## config.mk

```make
export PLATFORM = sky130hd
export DESIGN_NAME = rr_fifo_reader
export DESIGN_NICKNAME = d
export VERILOG_FILES = /design/src/rtl/rr_fifo_reader.sv
export SDC_FILE = /design/constraint.sdc
export NUM_CORES = 1
export LEC_CHECK = 0
export ABC_CLOCK_PERIOD_IN_PS = 2500
export CORE_MARGIN = 5
export CORE_UTILIZATION = 38
export DETAILED_ROUTE_END_ITERATION = 12
export HOLD_SLACK_MARGIN = 0.03
export PLACE_DENSITY = 0.81
export RECOVER_POWER = 25
export SYNTH_ARGS = -nofsm -noshare
export SYNTH_HDL_FRONTEND = slang
export SYNTH_SLANG_ARGS = --single-unit
```

## constraint.sdc

```tcl
create_clock -name clk -period 2.5 [get_ports clk]
set_input_delay 0.5 -clock clk [delete_from_list [all_inputs] [get_ports clk]]
set_output_delay 0.5 -clock clk [all_outputs]
set_load 0.03 [all_outputs]
```

## src/rtl/rr_fifo_reader.sv

```systemverilog
// Round-robin pop-side reader for four flow-controlled FIFOs.
// Forwards one word per cycle downstream with its source index.
module rr_fifo_reader #(
    parameter int DW = 8,
    parameter int CW = 16
) (
    input  logic          clk,
    input  logic          reset,
    input  logic [3:0]    fifo_empty,
    input  logic [3:0]    fifo_valid,
    input  logic [3:0]    fifo_error,
    input  logic [DW-1:0] data_in0,
    input  logic [DW-1:0] data_in1,
    input  logic [DW-1:0] data_in2,
    input  logic [DW-1:0] data_in3,
    input  logic          pause_in,
    output logic [3:0]    pop,
    output logic [DW-1:0] data_out,
    output logic          push_out,
    output logic [1:0]    dest_out,
    output logic          error_out,
    output logic          idle_out,
    output logic [CW-1:0] word_count
);

    typedef enum logic [1:0] {
        IDLE,
        ACTIVE,
        PAUSE,
        ERROR
    } state_t;

    state_t        state_q;
    state_t        state_d;
    logic [1:0]    ptr_q;
    logic [1:0]    gnt_idx;
    logic [1:0]    cand;
    logic          gnt_any;
    logic          pop_any;
    logic          fault;
    logic          capture;
    logic [DW-1:0] sel_data;

    // Walk from lowest to highest priority so the closest-to-ptr
    // non-empty FIFO is the one left standing.
    always_comb begin
        gnt_any = 1'b0;
        gnt_idx = ptr_q;
        cand    = ptr_q;
        for (int k = 3; k >= 0; k--) begin
            cand = ptr_q + 2'(k);
            if (!fifo_empty[cand]) begin
                gnt_any = 1'b1;
                gnt_idx = cand;
            end
        end
    end

    assign pop_any = (state_q == ACTIVE) && !pause_in && gnt_any;
    assign pop     = pop_any ? (4'b0001 << gnt_idx) : 4'b0000;

    // pop ^ valid flags both a pop left unanswered and an unsolicited valid.
    assign fault   = (state_q != IDLE) &&
                     ((|fifo_error) || (|(pop ^ fifo_valid)));
    assign capture = pop_any && !fault;

    always_comb begin
        sel_data = data_in0;
        unique case (gnt_idx)
            2'd0: sel_data = data_in0;
            2'd1: sel_data = data_in1;
            2'd2: sel_data = data_in2;
            2'd3: sel_data = data_in3;
        endcase
    end

    always_comb begin
        state_d = state_q;
        unique case (state_q)
            IDLE:   state_d = ACTIVE;
            ACTIVE: begin
                if (fault)
                    state_d = ERROR;
                else if (pause_in)
                    state_d = PAUSE;
            end
            PAUSE: begin
                if (fault)
                    state_d = ERROR;
                else if (!pause_in)
                    state_d = ACTIVE;
            end
            ERROR:  state_d = ERROR;
        endcase
    end

    always_ff @(posedge clk or negedge reset) begin
        if (!reset) begin
            state_q <= IDLE;
            ptr_q   <= 2'd0;
        end else begin
            state_q <= state_d;
            if (pop_any)
                ptr_q <= gnt_idx + 2'd1;
        end
    end

    always_ff @(posedge clk or negedge reset) begin
        if (!reset) begin
            data_out   <= '0;
            dest_out   <= 2'd0;
            push_out   <= 1'b0;
            word_count <= '0;
        end else begin
            push_out <= capture;
            if (capture) begin
                data_out   <= sel_data;
                dest_out   <= gnt_idx;
                word_count <= word_count + CW'(1);
            end
        end
    end

    assign error_out = (state_q == ERROR);
    assign idle_out  = (state_q == ACTIVE) && (&fifo_empty);

endmodule

```

# Word-level counts from Yosys, hierarchy flattened
# Index checks and enable logic that the tools add are counted.
[totals]
wordCells = 63
output_inout_bits = 33
ff_bits = 31
inputBits = 47
[classes]
addsub = 5
shifts = 1
n_mux = 23
n_reduce_logical = 15
magnitude_cmp = 4
n_eq_ne = 8
n_bitwise = 1
[op_table]
columns = ["operator", "count"]
rows = [
  ["8-bit case mux with 4 select lines", 1],
  ["16-bit by 1-bit adder with 16-bit output (second input constant)", 1],
  ["2-bit 2-to-1 mux", 8],
  ["2-bit by 3-bit < comparator with 1-bit output (second input constant)", 4],
  ["1-bit binary-select mux with 2-bit select", 4],
  ["2-bit equality test (second input constant)", 4],
  ["1-bit 2-to-1 mux", 8],
  ["2-bit case mux with 4 select lines", 1],
  ["4-bit OR reduction", 2],
  ["3-bit != test (second input constant)", 2],
  ["1-bit logical AND", 5],
  ["2-bit by 1-bit adder with 2-bit output (second input constant)", 2],
  ["2-bit adder (second input constant)", 2],
  ["2-bit by 1-bit equality test with 1-bit output (second input constant)", 2],
  ["2-bit logical NOT", 2],
  ["4-bit 2-to-1 mux", 1],
  ["4-bit AND reduction", 1],
  ["1-bit by 2-bit << shifter with 4-bit output (first input constant)", 1],
  ["4-bit XOR", 1],
  ["1-bit logical NOT", 2],
  ["2-bit AND reduction", 1],
  ["2-bit nonzero test", 1],
  ["1-bit logical OR", 1],
]

# Longest topological paths before layout
[depth]
word_depth = 15
depth_mapped = 12
ltp_nobuf = 11

# Worst setup path after synthesis
# OpenSTA, ideal clock, no wires.
[synth_path]
path_type = "input-to-reg"
startpoint = "input port fifo_empty[3]"
endpoint = "register data_out[7]"
required_ns = 2.375
setup_ns = 0.125
arrival_time_ns = 2.707
setup_slack_ns = -0.332
n_path_buf = 1
cell_stages = 11
path_cell_list = "inv_1 a21oi_1 a21o_1 a221oi_1 inv_1 ha_1 xnor2_1 nand4_2 nor2_8 buf_6 mux2_2"
[synth_via]
elab_chain_len = 14
elab_cells_between_ends = 30
classes_between = "eq/ne: 3; shift: 1; mux: 18; bitwise: 1; reduce/logical: 7"
[synth_rtl]
columns = ["item", "line", "text"]
rows = [
  ["from (decl)", "9", "input logic [3:0] fifo_empty,"],
  ["1-bit binary-select mux with 2-bit select", "52", "if (!fifo_empty[cand]) begin"],
  ["1-bit 2-to-1 mux (implied by the code)", "52", ""],
  ["2-bit 2-to-1 mux (3 in a row)", "52", ""],
  ["2-bit 2-to-1 mux *", "52", ""],
  ["named net gnt_idx[0]", "36", "logic [1:0] gnt_idx;"],
  ["1-bit by 2-bit << shifter with 4-bit output *", "60", "assign pop = pop_any ? (4'b0001 << gnt_idx) : 4'b0000;"],
  ["4-bit 2-to-1 mux *", "60", ""],
  ["4-bit XOR *", "64", "((|fifo_error) || (|(pop ^ fifo_valid)));"],
  ["4-bit OR reduction *", "64", ""],
  ["1-bit logical OR *", "64", ""],
  ["1-bit logical AND *", "63", "assign fault = (state_q != IDLE) &&"],
  ["1-bit logical NOT *", "65", "assign capture = pop_any && !fault;"],
  ["1-bit logical AND *", "65", ""],
  ["named net capture", "41", "logic capture;"],
  ["to (signal assigned)", "117", "data_out <= sel_data;"],
  ["to (decl)", "18", "output logic [DW-1:0] data_out,"],
]
# Mark *: on every way through the listed nets, which the timed path passes. The rest lies on a longest branch. The select of a mux whose other input is x is not followed.
# A chain may end at the register's enable or synchronous reset.

# Worst setup path after layout
[layout_path]
startpoint = "input port fifo_empty[2]"
endpoint = "register state_q[0]"
[layout_via]
elab_chain_len = 14
elab_cells_between_ends = 29
classes_between = "eq/ne: 2; shift: 1; mux: 20; bitwise: 1; reduce/logical: 5"
[layout_rtl]
columns = ["item", "line", "text"]
rows = [
  ["1-bit binary-select mux with 2-bit select", "52", ""],
  ["1-bit 2-to-1 mux (implied by the code)", "52", ""],
  ["2-bit 2-to-1 mux (3 in a row)", "52", ""],
  ["2-bit 2-to-1 mux *", "52", ""],
  ["named net gnt_idx[0]", "36", ""],
  ["1-bit by 2-bit << shifter with 4-bit output *", "60", ""],
  ["4-bit 2-to-1 mux *", "60", ""],
  ["4-bit XOR *", "64", ""],
  ["4-bit OR reduction *", "64", ""],
  ["1-bit logical OR *", "64", ""],
  ["1-bit logical AND *", "63", ""],
  ["2-bit 2-to-1 mux (tied with other cells)", "88", "if (fault)"],
  ["2-bit case mux with 4 select lines or 2-bit AND reduction (tied branches)", "n/a", ""],
  ["to (signal assigned)", "102", "state_q <= state_d;"],
  ["to (decl)", "33", "state_t state_q;"],
]
# Marks and branches as above.

==> metrics.txt <==
overall power=1.35 mW; routed vias=1827; die height=79.1 um; outcome=complete, but fails checks; relative slew slack=47.9%; routed vias/inst=5.27; final WL=5640 um; sw frac=25.6%; Slew Viols, Final=0; first-pass GRT wire length=9170 um; Clock Tree Root=clkbuf_8; WP data arrival=2.77 ns; Slew @ Worst Pin=0.781 ns; min cycle time layout=2.63 ns; # diodes=0; layout cells sized above 1=33.1%; Post-synth EDFFs=0; hold_ws=0.477 ns; Synth Area per Inst=10.4 um^2; CORE AREA=4690 um^2; Worst Setup Start Kind=primary input; Netlist cell types=40; Worst Setup End Kind=flop; standby leakage power=1.43 nW; vias in the first global route=1925; YS warnings=0; initial antenna violation count=0; fill count=322; Final Net Count=344; TritonCTS clock tree=done; Site Rows=25; worst slack, placed=-0.759 ns; Peak Freq=0.380 GHz; Crit. path cell count=11; DP Wirelength=3790 um; period utilisation layout=105%; IO buf count=79; post-synthesis cell count=175; Clock Tree Buf Depth=2; grt total ovfl=0; Die W=79.1 um; Final Hold Viols=0; Critical Path Max Stage Delay=0.52 ns; insertion delay to the later sink of the worst-skew pair=0.29 ns; Layout area overhead=83.5%; DR iter-0 viols=110; DRC viols=0; Psw=0.346 mW; register area share after synthesis=42.8%; Clock power frac=36.0%; combinational share of power=26.3%; final setup vio count=22; worst vdd ir=0.298 mV; Top FF cell, synth=dfrtp_1; slowest CP cell=or4_1; largest net degree at the start of global routing=32; Worst Path Required=2.65 ns; Die Footprint=6250 um^2; RSZ-0062 raised after global routing=yes; Min-Delay Path Class=flop to flop; worst r2r path cells=11; Syn Std Cell Area=1810 um^2; WL/cell=16.2 um; Starting Density=38.6%; clk slew on worst S/H paths=0.06 ns; routability cong.=0.865; critical path peak fanout=5; worst path bufs/invs=2; Sink Count=31; DR pass1 iterations=4; setup TNS=-1.29 ns; syn_nets=227; GR Util All Layers=18.6%; Routed Antenna Nets=0; CTS HTree Levels=2; worst-path cell chain=clkdlybuf4s15_2 -> a21oi_2 -> a21o_1 -> a221oi_4 -> inv_2 -> ha_4 -> xnor2_4 -> a31oi_1 -> o2bb2ai_1 -> nand2_1 -> or4_1; Yosys reg bits=31; Worst Setup Slack, final=-0.129 ns; Num CTS Buffers=5; Internal=1.00 mW; CP top delay family=compound AO/OA/AOI/OAI gates; sequential power share=37.8%; Power Density=405 nW/um^2; clock skew=0.0121 ns; fraction of registers with async set/reset=100%; # IOs=80; max_cap viols=0; Crit Path Class=primary input to flop; Worst Hold Depth=1; failing checks=negative setup slack
[flip-flops by register name, indices dropped and copies added (netlist names)]
register,count
data_out,8
push_out,1
word_count,16
ptr_q,2
state_q,2
dest_out,2
[power by group through the flow]
stage	registers (mW)	clock network, mW	logic [mW]
after floorplan	0.518	0	0.133
after global placement	0.517	0	0.267
after detailed placement	0.517	0	0.272
after CTS	0.508	0.502	0.331
after global routing	0.509	0.529	0.381
final	0.509	0.485	0.354
[metal layers]
metal	up-vias	wire [um]	GRT usage [%]
met1	861	2210	21.9
met4	0	58	4.30
li1	891	-	-
met2	68	2810	31.7
met5	-	0	0
met3	7	559	7.71
[cell usage after synthesis, types with 5 or more instances]
cell type / number / area share, %
ha_1: 5 / 3.5
mux2_2: 10 / 6.2
nand4_1: 12 / 4.1
and3_1: 7 / 2.4
nand2_1: 18 / 3.7
clkbuf_1: 5 / 1.0
o21ai_0: 13 / 3.6
a222oi_1: 8 / 4.4
xnor2_1: 17 / 8.2
inv_1: 7 / 1.4
dfrtp_1: 31 / 43
a21oi_1: 5 / 1.4
[final timing paths]
check | to | slack (ns) | start
setup / recovery | state_q[0] | -0.13 | fifo_empty[2]
hold / removal | word_count[15] | 0.48 | word_count[15]
setup reg to reg | word_count[10] | -0.12 | ptr_q[1]
hold reg to reg | word_count[15] | 0.48 | word_count[15]
max in group asynchronous | ptr_q[0] | 1.12 | reset
min in group asynchronous | word_count[2] | 0.83 | reset
[metrics by stage]
step | std cells | area (um^2) | util [%]
floorplan | 175 | 1940 | -
global placement | 323 | 2910 | 61.9
detailed placement | 323 | 2910 | 61.9
CTS | 345 | 3280 | 69.9
global route | 347 | 3330 | 70.9
finish | 347 | 3330 | 70.9
[kinds of logic after synthesis]
logic type	Yosys count	share of synthesized area, %
AO/OA/AOI/OAI	36	14.1
AND/OR/NAND/NOR	59	20.4
multiplexers	10	6.21
flip-flops	31	42.8
adder cells (fa/ha/maj)	6	4.00
XOR/XNOR	19	9.18
buffers and inverters	14	3.38
[cell usage in the layout (no fill, tap or decap), types with 8 or more instances in the layout]
cell,count
a222oi_1,8
xnor2_1,15
nand4_1,12
mux2_4,9
clkdlybuf4s50_1,69
dfrtp_1,29
nand2_1,17
o21ai_0,11
buf_4,26
buf_6,15
[area by class of cell]
cell class                 count  area [um^2]  area share (%)
multi-input combinational    130         1200            36.1
timing repair buffer         117         1130            34.0
sequential                    31          778            23.4
clock buffer                   5         68.8            2.07
tap                           54         67.6            2.03
clock inverter                 3         43.8            1.32
inverter                       7         38.8            1.17
[worst reg2reg max path, stage by stage, from the launching register on]
cell and delay, ns:
dfrtp_2 0.44, buf_4 0.15, nor3_4 0.22, a221oi_4 0.08
buf_4 0.16, ha_4 0.17, or2_4 0.25, a211o_4 0.37
nor4_4 0.21, buf_4 0.19, nand4_1 0.11, xnor2_1 0.15
[what timing repair did]
item                                    4_1_cts  5_1_grt
hold buffers                                  0        0
endpoints found under the setup margin       32       32
pin swaps                                    23       13
resized for setup                            49       19
setup buffers                                15        4
Power figures use the tool's default switching activity.
